--- src/rtl/cursor_pkg.sv ---
// Shared cursor-overlay types and default geometry widths.
package cursor_pkg;

  typedef enum logic [1:0] {
    OFF         = 2'b00,
    CROSS       = 2'b01,
    CROSS_BLINK = 2'b10,
    BOX         = 2'b11
  } cursor_mode_e;

  localparam int DEF_COORD_W = 10;
  localparam int DEF_SIZE_W  = 5;

endpackage

--- src/rtl/cursor_hit.sv ---
// Combinational coverage test of one pixel against one cursor's shadowed geometry.
module cursor_hit
  import cursor_pkg::*;
#(
  parameter int COORD_W = DEF_COORD_W,
  parameter int SIZE_W  = DEF_SIZE_W
) (
  input  logic [COORD_W-1:0] draw_x_i,
  input  logic [COORD_W-1:0] draw_y_i,
  input  logic [COORD_W-1:0] cur_x_i,
  input  logic [COORD_W-1:0] cur_y_i,
  input  logic [SIZE_W-1:0]  size_i,
  input  cursor_mode_e       mode_i,
  input  logic               blink_phase_i,
  output logic               covered_o
);

  localparam int DW = COORD_W + 1;

  logic signed [DW-1:0] dx;
  logic signed [DW-1:0] dy;
  logic        [DW-1:0] adx;
  logic        [DW-1:0] ady;
  logic        [DW-1:0] amax;
  logic        [DW-1:0] size_ext;
  logic                 cross_hit;
  logic                 box_hit;

  // One extra bit keeps off-screen offsets negative instead of wrapping.
  always_comb begin
    dx        = $signed({1'b0, draw_x_i}) - $signed({1'b0, cur_x_i});
    dy        = $signed({1'b0, draw_y_i}) - $signed({1'b0, cur_y_i});
    adx       = dx[DW-1] ? $unsigned(-dx) : $unsigned(dx);
    ady       = dy[DW-1] ? $unsigned(-dy) : $unsigned(dy);
    amax      = (adx > ady) ? adx : ady;
    size_ext  = DW'(size_i);
    cross_hit = ((dx == '0) && (ady <= size_ext)) ||
                ((dy == '0) && (adx <= size_ext));
    box_hit   = (amax == size_ext);
    case (mode_i)
      CROSS:       covered_o = cross_hit;
      CROSS_BLINK: covered_o = cross_hit && blink_phase_i;
      BOX:         covered_o = box_hit;
      default:     covered_o = 1'b0;
    endcase
  end

endmodule

--- src/rtl/cursor_overlay.sv ---
// Multi-cursor overlay: frame-synchronous cursor shadows, blink timer and a
// two-stage hit / priority pipeline producing hit, hit_id and blank per pixel.
module cursor_overlay
  import cursor_pkg::*;
#(
  parameter int  NUM_CURSORS  = 2,
  parameter int  COORD_W      = DEF_COORD_W,
  parameter int  SIZE_W       = DEF_SIZE_W,
  parameter int  BLINK_FRAMES = 30,
  localparam int ID_W         = (NUM_CURSORS > 1) ? $clog2(NUM_CURSORS) : 1
) (
  input  logic                           Clk,
  input  logic                           Reset,
  input  logic                           vsync,
  input  logic                           pix_valid,
  input  logic [COORD_W-1:0]             DrawX,
  input  logic [COORD_W-1:0]             DrawY,
  input  logic [NUM_CURSORS*COORD_W-1:0] cur_x,
  input  logic [NUM_CURSORS*COORD_W-1:0] cur_y,
  input  logic [NUM_CURSORS*SIZE_W-1:0]  cur_size,
  input  logic [NUM_CURSORS*2-1:0]       cur_mode,
  output logic                           out_valid,
  output logic                           hit,
  output logic [ID_W-1:0]                hit_id,
  output logic                           blank
);

  localparam int              CNT_W    = (BLINK_FRAMES > 1) ? $clog2(BLINK_FRAMES) : 1;
  localparam logic [CNT_W-1:0] CNT_LAST = CNT_W'(BLINK_FRAMES - 1);

  logic                           vsync_q;
  logic                           vs_rise;
  logic [NUM_CURSORS*COORD_W-1:0] x_q;
  logic [NUM_CURSORS*COORD_W-1:0] y_q;
  logic [NUM_CURSORS*SIZE_W-1:0]  size_q;
  logic [NUM_CURSORS*2-1:0]       mode_q;
  logic [CNT_W-1:0]               cnt_q;
  logic [CNT_W-1:0]               cnt_d;
  logic                           blink_q;
  logic                           blink_d;
  logic [NUM_CURSORS-1:0]         covered;
  logic [NUM_CURSORS-1:0]         hitvec_p1_q;
  logic                           vld_p1_q;
  logic                           any_d;
  logic [ID_W-1:0]                id_d;
  logic                           out_valid_q;
  logic                           hit_q;
  logic [ID_W-1:0]                hit_id_q;
  logic                           blank_q;

  assign vs_rise = vsync & ~vsync_q;

  // Shadows change only on a frame edge; a pixel in that same cycle still
  // sees the old values because stage 1 samples the pre-update hit vector.
  always_ff @(posedge Clk or posedge Reset) begin
    if (Reset) begin
      vsync_q <= 1'b0;
      x_q     <= '0;
      y_q     <= '0;
      size_q  <= '0;
      mode_q  <= '0;
      cnt_q   <= '0;
      blink_q <= 1'b1;
    end else begin
      vsync_q <= vsync;
      cnt_q   <= cnt_d;
      blink_q <= blink_d;
      if (vs_rise) begin
        x_q    <= cur_x;
        y_q    <= cur_y;
        size_q <= cur_size;
        mode_q <= cur_mode;
      end
    end
  end

  always_comb begin
    cnt_d   = cnt_q;
    blink_d = blink_q;
    if (vs_rise) begin
      if (cnt_q == CNT_LAST) begin
        cnt_d   = '0;
        blink_d = ~blink_q;
      end else begin
        cnt_d = cnt_q + 1'b1;
      end
    end
  end

  for (genvar g = 0; g < NUM_CURSORS; g++) begin : g_hit
    cursor_hit #(
      .COORD_W (COORD_W),
      .SIZE_W  (SIZE_W)
    ) u_hit (
      .draw_x_i      (DrawX),
      .draw_y_i      (DrawY),
      .cur_x_i       (x_q[g*COORD_W +: COORD_W]),
      .cur_y_i       (y_q[g*COORD_W +: COORD_W]),
      .size_i        (size_q[g*SIZE_W +: SIZE_W]),
      .mode_i        (cursor_mode_e'(mode_q[g*2 +: 2])),
      .blink_phase_i (blink_q),
      .covered_o     (covered[g])
    );
  end

  // Stage 1: per-cursor hit vector.
  always_ff @(posedge Clk or posedge Reset) begin
    if (Reset) begin
      vld_p1_q    <= 1'b0;
      hitvec_p1_q <= '0;
    end else begin
      vld_p1_q    <= pix_valid;
      hitvec_p1_q <= pix_valid ? covered : '0;
    end
  end

  always_comb begin
    any_d = |hitvec_p1_q;
    id_d  = '0;
    for (int i = NUM_CURSORS - 1; i >= 0; i--) begin
      if (hitvec_p1_q[i]) id_d = ID_W'(i);
    end
  end

  // Stage 2: priority-encoded result.
  always_ff @(posedge Clk or posedge Reset) begin
    if (Reset) begin
      out_valid_q <= 1'b0;
      hit_q       <= 1'b0;
      hit_id_q    <= '0;
      blank_q     <= 1'b1;
    end else begin
      out_valid_q <= vld_p1_q;
      hit_q       <= vld_p1_q & any_d;
      hit_id_q    <= vld_p1_q ? id_d : '0;
      blank_q     <= ~(vld_p1_q & any_d);
    end
  end

  assign out_valid = out_valid_q;
  assign hit       = hit_q;
  assign hit_id    = hit_id_q;
  assign blank     = blank_q;

endmodule

--- config.mk ---
export PLATFORM = sky130hd
export DESIGN_NAME = cursor_overlay
export DESIGN_NICKNAME = d
export VERILOG_FILES = /design/src/rtl/cursor_pkg.sv /design/src/rtl/cursor_hit.sv /design/src/rtl/cursor_overlay.sv
export SDC_FILE = /design/constraint.sdc
export NUM_CORES = 1
export LEC_CHECK = 0
export ABC_AREA = 1
export BUFFER_PORTS_ARGS = -buffer_cell sky130_fd_sc_hd__buf_4
export CORE_ASPECT_RATIO = 1.5
export CORE_UTILIZATION = 48
export DETAILED_ROUTE_END_ITERATION = 10
export GPL_TIMING_DRIVEN = 0
export PLACE_DENSITY = 0.67
export SLEW_MARGIN = 20
export SYNTH_ARGS = -nofsm -noshare
export SYNTH_HDL_FRONTEND = slang
export SYNTH_SLANG_ARGS = --single-unit
--- constraint.sdc ---
create_clock -name Clk -period 11.05 [get_ports Clk]
set_input_delay 2.7625 -clock Clk [delete_from_list [all_inputs] [get_ports Clk]]
set_output_delay 2.7625 -clock Clk [all_outputs]
set_load 0.005 [all_outputs]
==> qor.yml <==
status: "finished clean"
p_switching_w: 0.0007706
gp_congestion: 0.9041
setup.worst_path.class: "input pin to flip-flop"
cts-root-buf: "clkbuf_16"
antenna_cells: 0
min_path_type: "flip-flop to flip-flop"
clock_latency_ns: 0.35
critPathMaxFanout: 9
intPower_w: 0.0008350
clkTransAtPathRegs_ns: 0.06
routed_wl_microns: 20050
cts_setup_buffers: 0
r2r_cells: 25
synth_ff_type: "dfrtp_1"
crit_arrival_ns: 6.81
leakagePower_nw: 4.814
drive_above_1_share_pct: 14.57
setup_tns_ns: 0
cp-start-kind: "input pin"
cp-end-kind: "flip-flop"
synth_compound_gate_area_share_pct: 10.44
hold_buffers: 0
grt_pass1_wl_microns: 33910
r2r-start: "y_q[0]"
synth_top_family_by_area: "simple AND/OR/NAND/NOR gates"
nFillCells: 1563
grt_usage_pct: 26.32
cts_max_level: 3
core_area_sq_um: 15210
synthCells: 1152
syn_nets: 1318
ir_drop_uv: 96.90
cts_max_path_buffers: 2
final_antenna_net_count: 0
max_freq_mhz: 153.1
dieArea_sq_um: 16190
hp-start: "vld_p1_q"
min_period_ns: 6.532
antenna_found_initial: 0
synth.distinct_cells: 47
via_count: 7386
port_buffers: 81
cts_resized: 0
hold_viol_final: 0
synthArstFlopShare_pct: 100.0
drc: 0
drt_pass1_iterations: 5
num-nets-final: 1411
swShare_pct: 47.99
grt_start_max_net_pins: 48
power_frac_clock_pct: 19.1
syn_to_final_growth_pct: 15.78
combPwrFrac_pct: 62.0
dr.first_iter.drc_count: 217
setup_violations: 0
power.density_nw_per_um2: 184.3
synth_area_sq_um: 7526
start_util_pct: 49.49
yosysSeqAreaShare_pct: 22.64
fin_crit_sh_pct: 59.11
final_core_util_pct: 57.29
ios: 82
seqPwrFrac_pct: 18.9
numCtsBuffers: 9
syn_avg_cell_area_sq_um: 6.533
die_h_microns: 155.4
via_per_inst: 5.101
crit_start: "DrawY[0]"
crit_required_ns: 11.33
synth_simple_gate_area_share_pct: 36.58
wire_per_inst_microns: 13.85
synthAdderAreaFrac_pct: 15.03
min_path_cells: 0
cts_tree: "yes"
cts.sinks: 68
maxSlewViolCount: 0
synth-edff-count: 0
area.sequential_sq_um: 1704
synthMuxAreaShare_pct: 0
multi_input_area_sq_um: 4991
grt-ovfl-total: 0
rsz0062_at_grt: "no"
synth-xor-area-share_pct: 4.273
timing.slew.headroom_pct: 38.82
synth_seq_cells: 68
die_w_microns: 104.2
std_cell_rows: 55
maxCapViolCount: 0
grt_pass1_vias: 7436
hpwl_microns: 16730
worst_pin_slew_ns: 0.9144
yosysWarnings: 0
skew_ns: 0.006435
-- Yosys cell counts (2+ instances only) --
master,instances,area share (%)
o21a_1,3,0.30
o21ai_0,75,5.0
dfstp_2,2,0.70
a21oi_1,34,2.3
nand4_1,18,1.5
nor3_1,6,0.40
xnor2_1,6,0.70
inv_2,15,0.75
fa_1,4,1.1
dfrtp_1,66,22
nor2_1,74,3.7
o21bai_1,7,0.70
xor2_1,25,2.9
inv_1,187,9.3
nand3_1,86,5.7
clkinv_1,4,0.20
clkbuf_1,11,0.55
ha_1,84,14
nand2_1,348,17
nor2_4,6,0.90
or3_1,2,0.17
nor2_2,9,0.75
a211oi_1,3,0.30
a31oi_1,3,0.25
o21ai_1,3,0.20
nand2_2,25,2.1
a21oi_2,8,0.93
nand3b_4,3,0.80
nand3b_1,8,0.80
nand3_2,5,0.67
nand2_4,6,0.90
-- power by group through the flow --
stage / combinational, W / sequential (W) / clock (W)
2_1_floorplan: 0.000774 / 0.000302 / 0
3_3_place_gp: 0.000977 / 0.000307 / 0
3_5_place_dp: 0.000995 / 0.000307 / 0
4_1_cts: 0.00100 / 0.000303 / 0.000311
5_1_grt: 0.00115 / 0.000307 / 0.000323
6_report: 0.000996 / 0.000303 / 0.000307
-- cell type report --
class | count | area share, %
multi-input cells | 865 | 57.28
flip-flops and latches | 68 | 19.56
inverters | 206 | 8.903
repair buffers | 82 | 7.295
well taps | 199 | 2.858
clock buffers | 10 | 2.743
clock inverters | 5 | 0.7036
plain buffers | 13 | 0.6605
-- through the flow --
step	total power (W)	instances	worst slack [ns]	hold WS, ns	cell area [sq um]
floorplan	0.001076	1152	5.074	0.3683	7526
global placement	0.001284	1432	4.158	0.3841	8383
detailed placement	0.001302	1433	4.122	0.3896	8413
CTS	0.001615	1448	4.467	0.4037	8713
global route	0.001779	1448	4.090	0.4251	8713
finish	0.001606	1448	4.518	0.4050	8713
-- logic make-up after synthesis --
group           Yosys count
simple gates            603
buf+inv                 219
compound gates          141
fa+ha+maj                88
flops                    68
xor+xnor                 33
-- state kept, by name (all words and copies together) (netlist names) --
signal / flops
out_valid: 1
blank: 1
vld_p1_q: 1
y_q: 20
hit_id: 1
hitvec_p1_q: 2
x_q: 20
cnt_q: 5
hit: 1
size_q: 10
mode_q: 4
vsync_q: 1
blink_q: 1
-- path summary, 6_finish.rpt --
kind	endpoint	slack, ns
setup / recovery	hitvec_p1_q[0]	4.52
hold / removal	out_valid	0.40
setup reg to reg	hitvec_p1_q[0]	6.78
hold reg to reg	out_valid	0.40
max in group asynchronous	blank	8.05
min in group asynchronous	cnt_q[4]	2.38
-- cells in the final DEF (no fill, tap or decap), drive strengths merged, types with 2 or more instances in the layout --
cell      instances
ha               84
nor3              6
o21a              3
nand2           379
buf              84
a21oi            42
nand4            19
or2               2
nand3b           11
clkinvlp          3
clkinv            4
a31oi             3
xnor2             7
nor2             89
dfstp             2
nand3            91
fa                4
a211oi            3
o21bai            7
o21ai            78
dfrtp            66
or3               2
xor2             25
inv             203
clkbuf           21
-- per-layer routing --
metal	up-vias	part of all wire [%]	global-route usage, %	wire length, microns
li1	3840	-	-	-
met1	3365	39	26.76	7793
met3	54	3.1	3.812	624
met2	127	53	51.59	10680
met5	-	0	0	0
met4	0	4.7	13.33	952
-- worst max-delay path: stages --
cell      delay (ns)
buf_4           0.10
inv_1           0.08
ha_1            0.16
inv_1           0.09
fa_1            0.43
nand2_1         0.13
nand3_2         0.11
nand3_1         0.10
nand2_1         0.07
nand2_1         0.07
nand2_2         0.13
a31oi_1         0.21
xor2_1          0.38
inv_1           0.13
ha_1            0.33
nand2_1         0.05
nor3_1          0.13
a22oi_1         0.15
nor3_1          0.21
nand2_1         0.08
a211oi_1        0.24
nand3_1         0.09
a21oi_1         0.23
nand2_1         0.08
nand2_1         0.07
nand2_1         0.05
a21oi_1         0.11
Power figures use the tool's default switching activity.
